## src/rtl/hwpf_req_filter.sv

```systemverilog
`default_nettype none
// ============================================================================
// Module   : hwpf_req_filter
// Brief    : Prefetch request FIFO that drops requests whose cache line is
//            already queued or was recently issued (history table).
// Revision : 1.0 - initial release
// ============================================================================
module hwpf_req_filter #(
  parameter int unsigned NLINE_WIDTH  = 43,
  parameter int unsigned FIFO_DEPTH   = 2,
  parameter int unsigned HIST_ENTRIES = 8,
  parameter int unsigned CNT_WIDTH    = 16,
  parameter type         hpdcache_req_t = logic
) (
  input  logic                   clk_i,
  input  logic                   rst_ni,
  input  logic                   enable_i,
  input  logic                   flush_i,
  input  logic                   drop_cnt_clr_i,
  input  logic                   in_valid_i,
  output logic                   in_ready_o,
  input  hpdcache_req_t          in_req_i,
  input  logic [NLINE_WIDTH-1:0] in_nline_i,
  output logic                   out_valid_o,
  input  logic                   out_ready_i,
  output hpdcache_req_t          out_req_o,
  output logic [CNT_WIDTH-1:0]   drop_cnt_o
);

  localparam int unsigned     c_CW    = $clog2(FIFO_DEPTH + 1);
  localparam int unsigned     c_HW    = (HIST_ENTRIES > 1) ? $clog2(HIST_ENTRIES) : 1;
  localparam logic [c_CW-1:0] c_FULL  = c_CW'(FIFO_DEPTH);
  localparam logic [c_HW-1:0] c_HLAST = c_HW'(HIST_ENTRIES - 1);

  // Shift-register FIFO: entry 0 is always the head.
  hpdcache_req_t          r_fifo_req   [FIFO_DEPTH];
  logic [NLINE_WIDTH-1:0] r_fifo_nline [FIFO_DEPTH];
  logic [c_CW-1:0]        r_cnt;

  logic [NLINE_WIDTH-1:0] r_hist_nline [HIST_ENTRIES];
  logic [HIST_ENTRIES-1:0] r_hist_vld;
  logic [c_HW-1:0]        r_hist_wptr;
  logic [CNT_WIDTH-1:0]   r_drop_cnt;

  hpdcache_req_t          w_next_req   [FIFO_DEPTH];
  logic [NLINE_WIDTH-1:0] w_next_nline [FIFO_DEPTH];
  logic [FIFO_DEPTH-1:0]  w_fifo_match;
  logic [HIST_ENTRIES-1:0] w_hist_match;
  logic                   w_hit;
  logic                   w_full;
  logic                   w_empty;
  logic                   w_accept;
  logic                   w_push;
  logic                   w_drop;
  logic                   w_pop;
  logic [c_CW-1:0]        w_push_idx;

  for (genvar i = 0; i < FIFO_DEPTH; i++) begin : g_fifo_cmp
    assign w_fifo_match[i] = (c_CW'(i) < r_cnt) && (r_fifo_nline[i] == in_nline_i);
    if (i < FIFO_DEPTH - 1) begin : g_shift
      assign w_next_req[i]   = r_fifo_req[i+1];
      assign w_next_nline[i] = r_fifo_nline[i+1];
    end else begin : g_tail
      assign w_next_req[i]   = r_fifo_req[i];
      assign w_next_nline[i] = r_fifo_nline[i];
    end
  end

  for (genvar i = 0; i < HIST_ENTRIES; i++) begin : g_hist_cmp
    assign w_hist_match[i] = r_hist_vld[i] && (r_hist_nline[i] == in_nline_i);
  end

  assign w_hit      = enable_i && ((|w_fifo_match) || (|w_hist_match));
  assign w_full     = (r_cnt == c_FULL);
  assign w_empty    = (r_cnt == '0);
  // Ready is a function of state and input data only, never of out_ready_i.
  assign in_ready_o = !w_full || w_hit;
  assign w_accept   = in_valid_i && in_ready_o;
  assign w_push     = w_accept && !w_hit;
  assign w_drop     = w_accept && w_hit;
  assign w_pop      = !w_empty && out_ready_i;
  assign w_push_idx = w_pop ? (r_cnt - c_CW'(1)) : r_cnt;

  assign out_valid_o = !w_empty;
  assign out_req_o   = r_fifo_req[0];
  assign drop_cnt_o  = r_drop_cnt;

  always_ff @(posedge clk_i or negedge rst_ni) begin
    if (!rst_ni) begin
      for (int i = 0; i < FIFO_DEPTH; i++) begin
        r_fifo_req[i]   <= '0;
        r_fifo_nline[i] <= '0;
      end
      r_cnt <= '0;
    end else begin
      for (int i = 0; i < FIFO_DEPTH; i++) begin
        if (w_push && (w_push_idx == c_CW'(i))) begin
          r_fifo_req[i]   <= in_req_i;
          r_fifo_nline[i] <= in_nline_i;
        end else if (w_pop) begin
          r_fifo_req[i]   <= w_next_req[i];
          r_fifo_nline[i] <= w_next_nline[i];
        end
      end
      case ({w_push, w_pop})
        2'b10:   r_cnt <= r_cnt + c_CW'(1);
        2'b01:   r_cnt <= r_cnt - c_CW'(1);
        default: r_cnt <= r_cnt;
      endcase
    end
  end

  // Flush beats a same-cycle pop for the valid bit, but the pointer still advances.
  always_ff @(posedge clk_i or negedge rst_ni) begin
    if (!rst_ni) begin
      for (int i = 0; i < HIST_ENTRIES; i++) begin
        r_hist_nline[i] <= '0;
      end
      r_hist_vld  <= '0;
      r_hist_wptr <= '0;
    end else begin
      if (w_pop) begin
        r_hist_nline[r_hist_wptr] <= r_fifo_nline[0];
        r_hist_wptr <= (r_hist_wptr == c_HLAST) ? '0 : (r_hist_wptr + c_HW'(1));
      end
      if (flush_i) begin
        r_hist_vld <= '0;
      end else if (w_pop) begin
        r_hist_vld[r_hist_wptr] <= 1'b1;
      end
    end
  end

  always_ff @(posedge clk_i or negedge rst_ni) begin
    if (!rst_ni) begin
      r_drop_cnt <= '0;
    end else if (drop_cnt_clr_i) begin
      r_drop_cnt <= '0;
    end else if (w_drop && (r_drop_cnt != '1)) begin
      r_drop_cnt <= r_drop_cnt + CNT_WIDTH'(1);
    end
  end

endmodule
`default_nettype wire

```

## config.mk

```make
export PLATFORM = sky130hd
export DESIGN_NAME = hwpf_req_filter
export DESIGN_NICKNAME = d
export VERILOG_FILES = /design/src/rtl/hwpf_req_filter.sv
export SDC_FILE = /design/constraint.sdc
export NUM_CORES = 1
export LEC_CHECK = 0
export CAP_MARGIN = 20
export CORE_ASPECT_RATIO = 1.25
export CORE_MARGIN = 3
export CORE_UTILIZATION = 35
export CTS_CLUSTER_SIZE = 24
export DETAILED_ROUTE_END_ITERATION = 7
export MAX_ROUTING_LAYER = met4
export PLACE_DENSITY = 0.57
export SLEW_MARGIN = 20
export SYNTH_ARGS = -nofsm -noshare
export SYNTH_HDL_FRONTEND = slang
export SYNTH_SLANG_ARGS = --single-unit
export TNS_END_PERCENT = 10
```

## constraint.sdc

```tcl
create_clock -name clk_i -period 7.77 [get_ports clk_i]
set_input_delay 1.9425 -clock clk_i [delete_from_list [all_inputs] [get_ports clk_i]]
set_output_delay 1.9425 -clock clk_i [all_outputs]
set_load 0.1 [all_outputs]
```

# Word level (Yosys, flattened, before mapping)

Cells that the tools add are included.
Widths: inputs -> output; s select.

Logic and storage cells: 93
Input port bits: 51
Register bits after elaboration: 461

Muxes and demuxes: 16
$add $sub $neg: 4
Bitwise logic cells: 2
Equal/unequal tests: 16
Magnitude comparators: 6
Reduce and logical (&&, ||, !) cells: 33

Operators by type and width:

| operator              | number |
|---|---|
| $eq 43x43->1          | 10 |
| $bwmux 344            | 1 |
| $demux 43 s3          | 1 |
| $mux 43               | 3 |
| $mux 16               | 2 |
| $logic_and 1x1->1     | 20 |
| $add 16x1->16 const B | 1 |
| $mux 8                | 2 |
| $ne 16x16->1 const B  | 1 |
| $or 8x8->8            | 1 |
| $reduce_bool 2->1     | 4 |
| $reduce_or 8->1       | 1 |
| $eq 2x1->1 const B    | 2 |
| $eq 2x2->1 const B    | 2 |
| $ge 4x4->1 const B    | 1 |
| $logic_not 2->1       | 2 |
| $lt 1x2->1 const A    | 2 |
| $lt 3x4->1 const B    | 1 |
| $lt 4x1->1 const B    | 1 |
| $not 3->4             | 1 |
| $pmux 2 s2            | 1 |
| $add 3x1->3 const B   | 1 |
| $demux 1 s3           | 1 |
| $eq 3x3->1 const B    | 1 |
| 9 further kinds       | 14 |

# Longest topological paths before layout

Depth after elaboration: 11
Mapped depth: 14
Depth with buffers taken out: 12

# Worst setup path before layout

OpenSTA, ideal clock, no wires.

Path type: in2out
Start: in in_nline_i[25]
End: out in_ready_o
Data required time: 5827 ps
Slack: 1660 ps
Stages on the path: 10
Arrival time: 4168 ps
Cells stage by stage: buf_6 > xor2_1 > a2111o_1 > nor4_1 > nand4_1 > o2111ai_2 > o31ai_4 > buf_6 > buf_2 > nand2_1

Word-level cells in the longest chain between the ends: 6
Elaborated cells on any way between the ends: 25

RTL lines:

| element                                            | line   | RTL |
|---|---|---|
| start, declared                                    | 23     | `input logic [NLINE_WIDTH-1:0] in_nline_i,` |
| $eq 43x43->1 (on tied branches)                    | 70, 59 |  |
| $logic_and 1x1->1 (on tied branches)               | 70, 59 |  |
| $reduce_or 8->1 or $reduce_or 2->1 (tied branches) | 73     | `assign w_hit = enable_i && ((\|w_fifo_match) \|\| (\|w_hist_match));` |
| $logic_or 1x1->1 (*)                               | 73     |  |
| $logic_and 1x1->1 (*)                              | 73     |  |
| $logic_or 1x1->1 (*)                               | 77     | `assign in_ready_o = !w_full \|\| w_hit;` |
| end, declared                                      | 21     | `output logic in_ready_o,` |

Mark *: on every way between the ends. The rest lies on a longest branch, timed or not.

# Worst setup path after layout

Start: in in_nline_i[13]
End: out in_ready_o

The elaborated chain is that of the path after synthesis.

==> summary.txt <==
Register area share after synthesis: 0.491
Final Cell Area: 26800 µm²
Post-route clock skew: 15.8 ps
Via count: 15.6k
Post-synth EDFFs: 0
P_int: 6.89 mW
Core area: 66100 µm²
Dpl cells: 2761
Cell Area, Synth: 23500 µm²
Initial Util: 0.356
Detailed Routing Iterations Pass 1: 8
Setup violators final: 0
Hold Path Depth: 2
Fin crit period: 7080 ps
DRC: 0
Reg-to-reg startpoint: r_cnt[0]$_DFFE_PN0P_
Sw Pwr: 4.08 mW
Clock sink total: 461
Asr flop ratio synth: 1.00
Unique masters post-synth: 57
R2r setup slk: 3800 ps
Area of the multi-input gates: 11000 µm²
Die Area: 70300 µm²
Total Routing Usage GR: 0.234
CTS Buf Count: 52
Outcome: finished clean
Slew Limit Fails: 0
Slew HR: 0.311
Clk Latency, worst-skew pair: 620 ps
Comb power frac: 0.352
Initial antenna violation count: 2
Peak VDD IR: 0.195 mV
Fraction of layout cells with a size suffix above 1: 0.291
Fillers: 6197
Setup_tns: 0 ps
GR Overflow Total: 0
Hold EP: r_hist_vld[3]$_DFFE_PN0P_
Global-route wire length before repair: 115000 µm
Setup WS post-layout: 693 ps
Number of DRC markers in iteration 0: 1409
Antenna Nets Post-Route: 0
CTS tree: built
Gpl congestion: 0.971
Syn. warnings: 0
Avg Cell Area, Syn: 12.3 µm²
RSZ-0062 raised after global routing: no
Detail Placement HPWL: 54200 µm
Vias in the first global route: 15.9k
#FFs+latches synth: 461
Register Area: 11500 µm²
Post-Syn Nets: 1968
Final hold violation count: 0
Critical setup path kind: input pin to output pin
Post-CTS Hold Fix Bufs: 0
Crit. End Element: output pin
CP max FO: 10
Site Rows: 105
Power Total: 11.0 mW
Crit start category: input pin
Worst hold slack: 493 ps
Synth Instances: 1910
Hold_sp: r_hist_vld[3]$_DFFE_PN0P_
CP required: 5830 ps
Clk slew on worst S/H paths: 60 ps
Io pins: 70
Fin util: 0.406
Max Fclk: 0.141 GHz
Final Cycle Share: 0.911
Area delta synth->final: 14.2%
DP Worst Slack: 697 ps
Via density per instance: 5.45
Tightest Pin Transition: 1030 ps
R2R depth: 10
Seq pwr share: 0.420
Static Leakage: 11.3 nW
DP Area: 25100 µm²
R2R Path End: r_hist_nline[14]$_DFFE_PN0P_
CTS resizes: 0
Top_reg_cell synth: dfrtp_1
Clock power frac: 0.228
Layout Nets: 2018
Chip Height: 296 µm
Final WL: 79800 µm
Worst Hold Class: flip-flop to flip-flop
Drt wl/cell: 27.9 µm
Largest net degree at the start of global routing: 144
# Max-Cap Violations: 0
Net Sw Frac: 0.372
Clock Root Buffer: clkbuf_16
Die width: 238 µm
Post-CTS setup buffer count: 0
Final non-filler cell total: 2859
Pwr dens: 408 nW/µm²
IO buf count: 69
Data arrival time of the worst path: 5130 ps
H-tree depth: 2
CTS Buffer Depth: 3
-- critical path: stages --
cell and delay (ps):
clkdlybuf4s50_1 970, inv_1 390, a2111o_1 460, nor4_1 560, nand4_1 180, o2111ai_2 130, o31ai_4 140, nand2_1 150
buf_12 180
-- registers in the layout, indices dropped and copies added, names as in the netlist --
name / count
r_hist_nline: 344
r_fifo_nline: 86
drop_cnt_o: 16
r_hist_vld: 8
r_hist_wptr: 3
r_cnt: 2
out_req_o: 1
r_fifo_req: 1
-- cell usage in the layout (no fill, tap or decap), types with 12 or more instances in the layout --
master and n:
nor2_1 22, clkdlybuf4s50_1 67, inv_1 34, xnor2_1 324, xor2_1 63, clkbuf_1 12, mux2i_1 37, nand3_1 14
nand2b_1 22, nand4_1 87, buf_4 67, mux2_4 22, dfrtp_1 461, mux2_2 382, nor4_1 35, a21oi_1 16
o21ai_0 14, clkbuf_16 54, clkbuf_8 16, nand2_1 104
-- power by group through the flow --
| stage | clock network, mW | registers (mW) | logic (mW) |
|---|---|---|---|
| 6_report | 2.50 | 4.60 | 3.86 |
| 2_1_floorplan | 0 | 4.05 | 2.91 |
| 3_5_place_dp | 0 | 4.61 | 3.84 |
| 4_1_cts | 2.55 | 4.57 | 3.86 |
| 5_1_grt | 2.65 | 4.71 | 4.09 |
| 3_3_place_gp | 0 | 4.56 | 3.79 |
-- cells by family after synthesis --
family	Yosys count	synth area share
AO/OA/AOI/OAI	81	0.0254
XOR/XNOR	387	0.144
adder cells (fa/ha/maj)	7	0.00373
buffers and inverters	184	0.0409
flip-flops	461	0.491
multiplexers	450	0.217
AND/OR/NAND/NOR	340	0.0779
-- synth_stat cells (all sizes together) (2+ instances only) --
cell | instances | share of area
nor2 | 23 | 0.0037
o31ai | 7 | 0.0028
a22o | 2 | 0.00075
a2111o | 4 | 0.0019
nor3b | 2 | 0.00064
o2111ai | 9 | 0.0036
nand2b | 22 | 0.0059
nor4 | 37 | 0.010
o221ai | 7 | 0.0026
a221o | 3 | 0.0013
xor2 | 63 | 0.023
o22ai | 5 | 0.0013
or4 | 5 | 0.0016
clkbuf | 68 | 0.011
a21o | 2 | 0.00064
nand3b | 3 | 0.00096
and4 | 2 | 0.00075
nand2 | 106 | 0.017
ha | 7 | 0.0037
nand4b | 2 | 0.00075
mux2i | 37 | 0.016
nand4 | 87 | 0.023
nor2b | 11 | 0.0029
nand3 | 17 | 0.0047
buf | 77 | 0.024
and3 | 5 | 0.0013
a21oi | 16 | 0.0034
dfrtp | 461 | 0.49
o41ai | 3 | 0.0011
nor3 | 12 | 0.0026
a22oi | 3 | 0.00096
or3 | 3 | 0.00080
mux2 | 413 | 0.20
inv | 38 | 0.0061
o21ai | 15 | 0.0032
xnor2 | 324 | 0.12
-- final cells by class --
cell class | instances | share of cell area
multi-input cells | 1265 | 0.411
inverters | 39 | 0.00545
diodes | 1 | 0.0000932
flip-flops and latches | 461 | 0.430
clock inverters | 14 | 0.00433
clock buffers | 82 | 0.0602
repair buffers | 141 | 0.0490
well taps | 856 | 0.0399
-- per-layer routing --
layer	routed length [µm]	track usage
met1	33500	0.294
met2	37900	0.374
met3	3880	0.0261
met4	4480	0.119
met5	0	-
-- worst max-delay path by stage --
stage | startpoint | end | slack (ps)
after detailed placement | in_nline_i[13] | in_ready_o | 700
after global routing | in_nline_i[6] | in_ready_o | 620
after floorplan | in_nline_i[25] | in_ready_o | 1660
final | in_nline_i[13] | in_ready_o | 690
after global placement | in_nline_i[13] | in_ready_o | 660
after CTS | in_nline_i[13] | in_ready_o | 700
Note: power is estimated with default switching activity, not from simulation.
